<file path="src/rtl/keypad_pkg.sv">
`timescale 1ns/1ps
// keypad_pkg: shared constants and state encoding for the keypad entry block.
// Latency: n/a (definitions only).
// Backpressure: n/a.
// Contents: key code constants, FSM state enum, entry geometry, digit test helper.
// Optional feature macro used by the design: KEYPAD_DEBOUNCE_EN.
package keypad_pkg;

    localparam int PW_DIGITS = 4;
    localparam int DISPLAY_W = 16;

    localparam logic [3:0] KEY_STAR = 4'hA;
    localparam logic [3:0] KEY_HASH = 4'hB;

    typedef enum logic [1:0] {
        IDLE   = 2'd0,
        ENTRY  = 2'd1,
        SUBMIT = 2'd2,
        LOCKED = 2'd3
    } state_t;

    function automatic logic is_digit(input logic [3:0] code);
        return code <= 4'd9;
    endfunction

endpackage

</file>
<file path="src/rtl/key_event_detect.sv">
`timescale 1ns/1ps
// key_event_detect: turns the raw asynchronous keypad level into a one-cycle key event.
// Latency: raw edge to KEY_EVT is 2 cycles (2+DEBOUNCE_CYCLES with KEYPAD_DEBOUNCE_EN).
// Backpressure: none; events are pulses and the consumer must take them when they occur.
// Ports: CLK, RST (sync, active high), KEY_PRESS/KEY_CODE raw inputs,
//        KEY_EVT one-cycle pulse on a new press, KEY_VAL code belonging to that press.
// Macro: KEYPAD_DEBOUNCE_EN adds a stable-level filter of DEBOUNCE_CYCLES cycles.
module key_event_detect
    import keypad_pkg::*;
#(
    parameter logic [15:0] DEBOUNCE_CYCLES = 16'd10_000
) (
    input  logic       CLK,
    input  logic       RST,
    input  logic       KEY_PRESS,
    input  logic [3:0] KEY_CODE,
    output logic       KEY_EVT,
    output logic [3:0] KEY_VAL
);

    // Two-flop synchronizer for both the press level and the code.
    logic       press_s1_q, press_s1_d;
    logic       press_s2_q, press_s2_d;
    logic [3:0] code_s1_q, code_s1_d;
    logic [3:0] code_s2_q, code_s2_d;

    always_comb begin
        press_s1_d = KEY_PRESS;
        press_s2_d = press_s1_q;
        code_s1_d  = KEY_CODE;
        code_s2_d  = code_s1_q;
    end

    always_ff @(posedge CLK) begin
        if (RST) begin
            press_s1_q <= 1'b0;
            press_s2_q <= 1'b0;
            code_s1_q  <= 4'h0;
            code_s2_q  <= 4'h0;
        end else begin
            press_s1_q <= press_s1_d;
            press_s2_q <= press_s2_d;
            code_s1_q  <= code_s1_d;
            code_s2_q  <= code_s2_d;
        end
    end

`ifdef KEYPAD_DEBOUNCE_EN
    // The debounced level follows the synchronized level only after it has
    // differed for DEBOUNCE_CYCLES consecutive cycles; any return resets the count.
    logic [15:0] db_cnt_q, db_cnt_d;
    logic        db_lvl_q, db_lvl_d;
    logic        db_prev_q, db_prev_d;
    logic [3:0]  code_q, code_d;

    always_comb begin
        db_cnt_d  = 16'd0;
        db_lvl_d  = db_lvl_q;
        db_prev_d = db_lvl_q;
        code_d    = code_q;
        if (press_s2_q != db_lvl_q) begin
            if (db_cnt_q == DEBOUNCE_CYCLES - 16'd1) begin
                db_lvl_d = press_s2_q;
                // Code is captured at the moment the debounced level rises.
                if (press_s2_q) begin
                    code_d = code_s2_q;
                end
            end else begin
                db_cnt_d = db_cnt_q + 16'd1;
            end
        end
    end

    always_ff @(posedge CLK) begin
        if (RST) begin
            db_cnt_q  <= 16'd0;
            db_lvl_q  <= 1'b0;
            db_prev_q <= 1'b0;
            code_q    <= 4'h0;
        end else begin
            db_cnt_q  <= db_cnt_d;
            db_lvl_q  <= db_lvl_d;
            db_prev_q <= db_prev_d;
            code_q    <= code_d;
        end
    end

    assign KEY_EVT = db_lvl_q & ~db_prev_q;
    assign KEY_VAL = code_q;
`else
    logic press_prev_q, press_prev_d;

    always_comb begin
        press_prev_d = press_s2_q;
    end

    always_ff @(posedge CLK) begin
        if (RST) begin
            press_prev_q <= 1'b0;
        end else begin
            press_prev_q <= press_prev_d;
        end
    end

    // Edge is combinational off the synchronizer so the FSM sees it in the third cycle.
    assign KEY_EVT = press_s2_q & ~press_prev_q;
    assign KEY_VAL = code_s2_q;

    // Without debounce the filter length has no meaning; keep the parameter
    // referenced so both builds share one interface.
    if (DEBOUNCE_CYCLES == 16'd0) begin : g_no_debounce_len
    end
`endif

endmodule

</file>
<file path="src/rtl/keypad_entry.sv">
`timescale 1ns/1ps
// keypad_entry: builds a 4-digit BCD entry from key presses and submits it with a STAR pulse.
// Latency: raw key edge to DISPLAY/DIGIT_CNT update is 3 cycles (3+DEBOUNCE_CYCLES with debounce).
// Backpressure: none; key events arriving in SUBMIT or LOCKED are dropped.
// Ports: CLK, RST (sync, active high), KEY_PRESS, KEY_CODE[3:0], ALERT, CLOSE_SENSOR in;
//        DISPLAY[15:0] (newest digit in [3:0]), STAR, DIGIT_CNT[2:0], ENTRY_BUSY out.
// Macro: KEYPAD_DEBOUNCE_EN enables the debounce filter in key_event_detect.
module keypad_entry
    import keypad_pkg::*;
#(
    parameter logic [31:0] TIMEOUT_CYCLES  = 32'd50_000_000,
    parameter logic [15:0] DEBOUNCE_CYCLES = 16'd10_000
) (
    input  logic        CLK,
    input  logic        RST,
    input  logic        KEY_PRESS,
    input  logic [3:0]  KEY_CODE,
    input  logic        ALERT,
    input  logic        CLOSE_SENSOR,
    output logic [15:0] DISPLAY,
    output logic        STAR,
    output logic [2:0]  DIGIT_CNT,
    output logic        ENTRY_BUSY
);

    localparam logic [2:0] FULL_CNT = 3'(PW_DIGITS);

    logic       key_evt;
    logic [3:0] key_val;

    key_event_detect #(
        .DEBOUNCE_CYCLES (DEBOUNCE_CYCLES)
    ) u_key_event_detect (
        .CLK       (CLK),
        .RST       (RST),
        .KEY_PRESS (KEY_PRESS),
        .KEY_CODE  (KEY_CODE),
        .KEY_EVT   (key_evt),
        .KEY_VAL   (key_val)
    );

    state_t                 state_q, state_d;
    logic [DISPLAY_W-1:0]   disp_q, disp_d;
    logic [2:0]             cnt_q, cnt_d;
    logic                   star_q, star_d;
    logic                   busy_q, busy_d;
    logic [31:0]            timer_q, timer_d;

    logic [31:0] timer_inc;
    logic        timeout;

    always_comb begin
        // Saturate rather than wrap so a huge TIMEOUT_CYCLES can never alias.
        timer_inc = (timer_q == 32'hFFFF_FFFF) ? timer_q : timer_q + 32'd1;
        timeout   = (timer_q == TIMEOUT_CYCLES - 32'd1);

        state_d = state_q;
        disp_d  = disp_q;
        cnt_d   = cnt_q;
        timer_d = 32'd0;

        if (ALERT) begin
            // Alarm beats everything, including a '*' arriving in the same cycle.
            state_d = LOCKED;
            disp_d  = '0;
            cnt_d   = 3'd0;
        end else begin
            case (state_q)
                IDLE: begin
                    if (key_evt && is_digit(key_val)) begin
                        disp_d  = {{(DISPLAY_W-4){1'b0}}, key_val};
                        cnt_d   = 3'd1;
                        state_d = ENTRY;
                    end
                end
                ENTRY: begin
                    if (CLOSE_SENSOR) begin
                        state_d = IDLE;
                        disp_d  = '0;
                        cnt_d   = 3'd0;
                    end else if (key_evt) begin
                        // Any event, even an ignored code, restarts the idle window;
                        // this also lets an event win over a same-cycle expiry.
                        if (is_digit(key_val)) begin
                            if (cnt_q < FULL_CNT) begin
                                disp_d = {disp_q[DISPLAY_W-5:0], key_val};
                                cnt_d  = cnt_q + 3'd1;
                            end
                        end else if (key_val == KEY_STAR) begin
                            if (cnt_q == FULL_CNT) begin
                                state_d = SUBMIT;
                            end
                        end else if (key_val == KEY_HASH) begin
                            state_d = IDLE;
                            disp_d  = '0;
                            cnt_d   = 3'd0;
                        end
                    end else if (timeout) begin
                        state_d = IDLE;
                        disp_d  = '0;
                        cnt_d   = 3'd0;
                    end else begin
                        timer_d = timer_inc;
                    end
                end
                SUBMIT: begin
                    // DISPLAY was held for the STAR cycle; clear on the way out.
                    state_d = IDLE;
                    disp_d  = '0;
                    cnt_d   = 3'd0;
                end
                LOCKED: begin
                    // ALERT is low here, i.e. it has just fallen.
                    state_d = IDLE;
                end
                default: begin
                    state_d = IDLE;
                    disp_d  = '0;
                    cnt_d   = 3'd0;
                end
            endcase
        end

        star_d = (state_d == SUBMIT);
        busy_d = (state_d == ENTRY) || (state_d == SUBMIT);
    end

    always_ff @(posedge CLK) begin
        if (RST) begin
            state_q <= IDLE;
            disp_q  <= '0;
            cnt_q   <= 3'd0;
            star_q  <= 1'b0;
            busy_q  <= 1'b0;
            timer_q <= 32'd0;
        end else begin
            state_q <= state_d;
            disp_q  <= disp_d;
            cnt_q   <= cnt_d;
            star_q  <= star_d;
            busy_q  <= busy_d;
            timer_q <= timer_d;
        end
    end

    assign DISPLAY    = disp_q;
    assign STAR       = star_q;
    assign DIGIT_CNT  = cnt_q;
    assign ENTRY_BUSY = busy_q;

endmodule

</file>
<file path="config.mk">
export PLATFORM = sky130hd
export DESIGN_NAME = keypad_entry
export DESIGN_NICKNAME = d
export VERILOG_FILES = /design/src/rtl/keypad_pkg.sv /design/src/rtl/key_event_detect.sv /design/src/rtl/keypad_entry.sv
export SDC_FILE = /design/constraint.sdc
export NUM_CORES = 1
export LEC_CHECK = 0
export ABC_AREA = 1
export CAP_MARGIN = 20
export CORE_MARGIN = 10
export CORE_UTILIZATION = 55
export DETAILED_ROUTE_END_ITERATION = 10
export GPL_TIMING_DRIVEN = 0
export HOLD_SLACK_MARGIN = 0.08
export MAX_ROUTING_LAYER = met4
export PLACE_DENSITY = 0.84
export RECOVER_POWER = 25
export SYNTH_ARGS = -nofsm -noshare
export SYNTH_HDL_FRONTEND = slang
export SYNTH_HIERARCHICAL = 1
export SYNTH_SLANG_ARGS = --single-unit
</file>
<file path="constraint.sdc">
create_clock -name CLK -period 2.9 [get_ports CLK]
set_input_delay 0.58 -clock CLK [delete_from_list [all_inputs] [get_ports CLK]]
set_output_delay 0.58 -clock CLK [all_outputs]
set_load 0.01 [all_outputs]
</file>
* Word level (Yosys, flattened, before mapping) *
Cells that the tools add are included.

operators by class
  bitwise gates (word level) = 3
  reductions and logical operators = 8
  mux-type cells = 28
  eq/ne operators = 15
  $add $sub $neg = 2
  order comparisons = 2

operators with widths
  operator                                               number
  2-to-1 mux 16 bit                                      8
  case mux 16 bit (3 select lines)                       1
  adder 32 x 1 -> 32 bit, second input constant          1
  equality test 32 x 26 -> 1 bit, second input constant  1
  equality test 32 bit, second input constant            1
  2-to-1 mux 3 bit                                       8
  2-to-1 mux 2 bit                                       9
  inequality test 5 bit, second input constant           3
  case mux 3 bit (3 select lines)                        1
  equality test 4 bit, second input constant             2
  equality test 2 bit, second input constant             3
  case mux 2 bit (3 select lines)                        1
  AND reduction 6 bit                                    1
  OR reduction 6 bit                                     1
  equality test 2 x 1 -> 1 bit, second input constant    2
  <= comparator 4 bit, second input constant             1
  inequality test 4 bit, second input constant           1
  OR reduction 2 bit                                     2
  adder 3 x 1 -> 3 bit, second input constant            1
  equality test 3 bit, second input constant             1
  < comparator 3 bit, second input constant              1
  nonzero test 3 bit                                     1
  logical NOT 2 bit                                      1
  inequality test 2 bit, second input constant           1
  other kinds (4)                                        5

storage, ports and cells
  register bits = 66
  output and inout port bits = 21
  logic and storage cells = 69

* Longest topological paths before layout *
Gate-level depths: netlist of the first run.

  word-level depth = 10
  mapped depth = 12

* Cells and area by module *
The synthesis of the first run kept the hierarchy.

modules (own cells, without submodules)
  module            area an instance (um2)  times used  cells an instance
  keypad_entry      3233.1                  1           504
  key_event_detect  317.8                   1           35

* Least setup slack after synthesis of the first run *
No wires, ideal clock.

  kind = reg-to-reg
  start = reg timer_q[0]
  end = reg busy_q (netlist: ENTRY_BUSY)
  required time = 2.836 ns
  cell stages (with the launch flop) = 12
  arrival = 1.685 ns
  library setup time = 0.064 ns
  setup slack = 1.151 ns
  cells stage by stage = dfxtp_1 ha_1 nand3_2 inv_2 nand2_1 nor2_1 nand2_1 nand3_4 nand3_1 a21oi_1 ha_1 nor2_1

between the ends
  cells in the longest elaborated chain, start to end = 8
  elaborated cells on any way between the ends = 9
  those cells by class = eq/ne (3); mux (5); reduce/logical (1)

RTL lines
  item                                                                 RTL line             text
  start, declared                                                      keypad_entry.sv:47   logic [31:0] timer_q, timer_d;
  start signal, assigned                                               keypad_entry.sv:142  timer_q <= timer_d;
  equality test 32 x 26 -> 1 bit *                                     keypad_entry.sv:55   timeout = (timer_q == TIMEOUT_CYCLES - 32'd1);
  2-to-1 mux 2 bit *                                                   keypad_entry.sv:98   end else if (timeout) begin
  2-to-1 mux 2 bit *                                                   keypad_entry.sv:81   end else if (key_evt) begin
  2-to-1 mux 2 bit *                                                   keypad_entry.sv:77   if (CLOSE_SENSOR) begin
  case mux 2 bit (3 select lines) *                                    keypad_entry.sv:68   case (state_q)
  2-to-1 mux 2 bit *                                                   keypad_entry.sv:62   if (ALERT) begin
  equality test 2 x 1 -> 1 bit or equality test 2 bit (tied branches)  keypad_entry.sv:125  busy_d = (state_d == ENTRY) || (state_d == SUBMIT);
  logical OR 1 bit *                                                   keypad_entry.sv:125
  end signal, assigned                                                 keypad_entry.sv:141  busy_q <= busy_d;
  end, declared                                                        keypad_entry.sv:46   logic busy_q, busy_d;

Mark *: on every way between the ends. The rest lies on a longest branch, timed or not.
A chain may end at the register's enable or synchronous reset.

* Worst setup path in the final report of the first run *
  start = in RST
  end = reg timer_q[8]

between the ends
  cells in the longest elaborated chain, start to end = 1

RTL lines
  item                                 RTL line            text
  start, declared                      keypad_entry.sv:15  input logic RST,
  OR reduction 6 bit (no source line)  n/a

No other way between the ends.

==> results of run 1 <==
-- cells in the final DEF (no fill, tap or decap), types with 4 or more instances in the layout --
master / netlist / layout
nand2_1: 126 / 126
nor2_1: 89 / 89
inv_1: 85 / 85
dfxtp_1: 66 / 66
nand3_1: 31 / 31
nand4_1: 22 / 22
a21oi_1: 20 / 20
o21ai_0: 18 / 18
clkdlybuf4s50_1: 0 / 18
xor2_1: 12 / 12
dlygate4sd3_1: 0 / 11
nor3_1: 10 / 10
clkbuf_8: 0 / 9
ha_1: 8 / 8
a31oi_1: 7 / 7
inv_2: 6 / 6
buf_2: 5 / 5
xnor2_1: 5 / 5
nor2_2: 4 / 4
-- power by group through the flow --
stage	clock (µW)	combinational, µW	sequential [µW]
floorplan	0	131	970
global placement	0	206	966
detailed placement	0	212	967
CTS	882	217	945
global route	929	240	948
finish	881	212	945
-- worst max-delay path by stage --
stage	startpoint	endpoint
5_1_grt	RST	timer_q[10]
4_1_cts	RST	timer_q[10]
3_3_place_gp	RST	timer_q[8]
2_1_floorplan	timer_q[0]	ENTRY_BUSY
6_report	RST	timer_q[8]
3_5_place_dp	RST	timer_q[8]
-- final cells by class --
| type | count | area [µm²] |
|---|---|---|
| flip-flops and latches | 66 | 1320 |
| well taps | 77 | 96.3 |
| plain buffers | 12 | 71.3 |
| repair buffers | 29 | 290 |
| clock inverters | 7 | 101 |
| inverters | 92 | 345 |
| multi-input cells | 369 | 1810 |
| clock buffers | 9 | 124 |
| fillers | 572 | 2160 |
-- through the flow --
step,util [%],setup WS [ns],instances,area [µm²]
after global placement,62.4,0.123,645,3940
after floorplan,-,1.15,539,3550
after detailed placement,62.4,0.121,645,3940
final,65.8,0.397,661,4160
after global routing,65.8,0.255,661,4160
after CTS,65.9,0.503,661,4160
-- sequential cells by signal (all words and copies together), names as in the netlist --
register	cells
timer_q	32
u_key_event_detect/KEY_VAL	4
DISPLAY	16
state_q	2
STAR	1
u_key_event_detect/press_prev_q	1
ENTRY_BUSY	1
DIGIT_CNT	3
u_key_event_detect/press_prev_d	1
u_key_event_detect/code_s1_q	4
u_key_event_detect/press_s1_q	1
-- kinds of logic (layout without fill, tap and decap cells) --
| logic type | after synthesis | after routing | synth area share (%) |
|---|---|---|---|
| AOI/OAI and AO/OA | 50 | 50 | 7.58 |
| xor gates and xnor gates | 17 | 17 | 4.19 |
| adders and majority gates | 8 | 8 | 2.82 |
| buffers and inverters | 104 | 149 | 11.9 |
| DFF | 66 | 66 | 37.2 |
| and+or+nand+nor | 294 | 294 | 36.3 |
-- layer usage --
metal	wire length, µm	part of all wire (%)	track usage (%)	vias to the layer above
li1	-	-	-	1770
met1	3990	46	22.9	1567
met2	4020	46	27.5	129
met3	551	6.3	2.68	22
met4	191	2.2	7.61	0
met5	0	0	-	-
-- worst min-delay path, stage by stage (launching register included) --
cell     delay, ns
dfxtp_1       0.30
inv_1         0.04
nor2_1        0.03
==> impl_metrics.tcl, run 1 <==
set metrics [dict create \
    crit_type "in2reg" \
    routabilityCongestion 0.957 \
    wl_per_cell_um 13.2 \
    dp_hpwl_mm 6.41 \
    switching_power_uw 534 \
    clock-sinks 66 \
    port_buffers 29 \
    slew_viol_final 0 \
    die_h_um 100 \
    ys_seq_area_share_pct 37.2 \
    hp-start "u_key_event_detect/code_s1_q[0]" \
    finalCritPeriodShare_pct 86.3 \
    min_period_ns 2.50 \
    cap_violations 0 \
    worstHoldEndpoint "u_key_event_detect/KEY_VAL[0]" \
    first_iter_violations 258 \
    reg2regPathDepth 11 \
    holdCritPathClass "reg2reg" \
    min_path_cells 2 \
    yosysTopAreaCell "dfxtp_1" \
    antenna_found_initial 0 \
    routed_wl_mm 8.76 \
    status "finished, final reports clean" \
    p_leak_uw 0.00174 \
    pwr-share-clk_pct 43.2 \
    synth_nets 556 \
    end_kind "flop" \
    cpPeakStageDelay_ns 0.62 \
    seq_power_share_pct 46.4 \
    synth.avg_cell_area_um2 6.59 \
    synth_top_area_share_pct 37.2 \
    rsz0062_at_grt "no" \
    r2r-start "timer_q[0]" \
    ir_drop_uv 383 \
    initial_core_util_pct 56.2 \
    synth_cell_types 33 \
    cts_tree "built" \
    diodes 0 \
    critPathLaunchType "input pin" \
    worstPathCellList "dlygate4sd3_1 > nor2_1 > inv_1 > nor2_4 > inv_2 > buf_2 > a31oi_1" \
    vias 3488 \
    finalHoldWorstSlack_ns 0.406 \
    htreeDepth 3 \
    async_flop_share_pct 0 \
    ctsRootBufferMaster "clkbuf_8" \
    detail_route.first_pass.iterations 5 \
    switching_share_pct 26.2 \
    p_comb_share_pct 10.4 \
    critPathRequiredTime_ns 3.18 \
    crit_slowest_cell "dlygate4sd3_1" \
    grt_max_degree 14 \
    grt_pass1_wl_mm 14.7 \
    cts_setup_buffers 0 \
    cts_hold_buf 0 \
    reg2reg_to "ENTRY_BUSY" \
    area_delta_synth_final_pct 17.0 \
    powerDensity_nw_per_um2 490 \
    core_area_um2 6310 \
    slew_headroom_pct 59.5 \
    ioPinCount 30 \
    setup_tns_ns 0 \
    synth-seq-cells 66 \
    cp_num_cells 7 \
    drc 0 \
    track_usage_pct 17.9 \
    crit_family "buffers and inverters" \
    drive_gt1_share_pct 7.88 \
    antenna_left 0 \
    arrival_ns 2.78 \
    p_int_uw 1500 \
    die_w_um 100 \
    synth_edf_count 0 \
    synthCells 539 \
    fin_nets 596 \
    syn_area_um2 3550 \
    yosysMostFrequentCell "nand2_1" \
    grt_pass1_vias 3209 \
    netlist_top_cells_count "126 x nand2_1, 89 x nor2_1, 85 x inv_1" \
    max_freq_mhz 400 \
    clk_latency_ns 0.35 \
    setup_violations 0 \
    r2r_slack_ns 0.78 \
    vias_per_cell 5.28 \
    crit_buf_inv 4 \
    total_power_uw 2040 \
    numCtsBuffers 9 \
    path_clk_slew_ns 0.08 \
    yosysWarnings 6 \
    crit_fanout 10 \
    rows 29 \
    synthTopCellsByArea "dfxtp_1 37%, nand2_1 13%, nor2_1 9.4%" \
    cts_resized 0 \
    synth-main-ff-cell "dfxtp_1" \
    final-hold-violation-count 0 \
    clockBufferDepth 2 \
    overflow 0 \
    fin_skew_ns 0.00602 \
    worst_pin_slew_ns 0.605 \
    design.die.area_um2 10100 \
]
(Power assumes the default switching activity.)
==> inputs of run 2 (changes only) <==
- clock period: 2.9 -> 3.1 ns (I/O delays scaled with it)
==> results of run 2 <==
The final DEF is identical to that of run 1. Status: finished, final reports clean.
Among the figures that moved: setup slack after placement 0.121 ns -> 0.281 ns; setup slack after layout 0.397 ns -> 0.557 ns; register-to-register setup slack 0.78 ns -> 0.98 ns; total power 2040 µW -> 1910 µW; worst IR drop on VDD 383 µV -> 358 µV
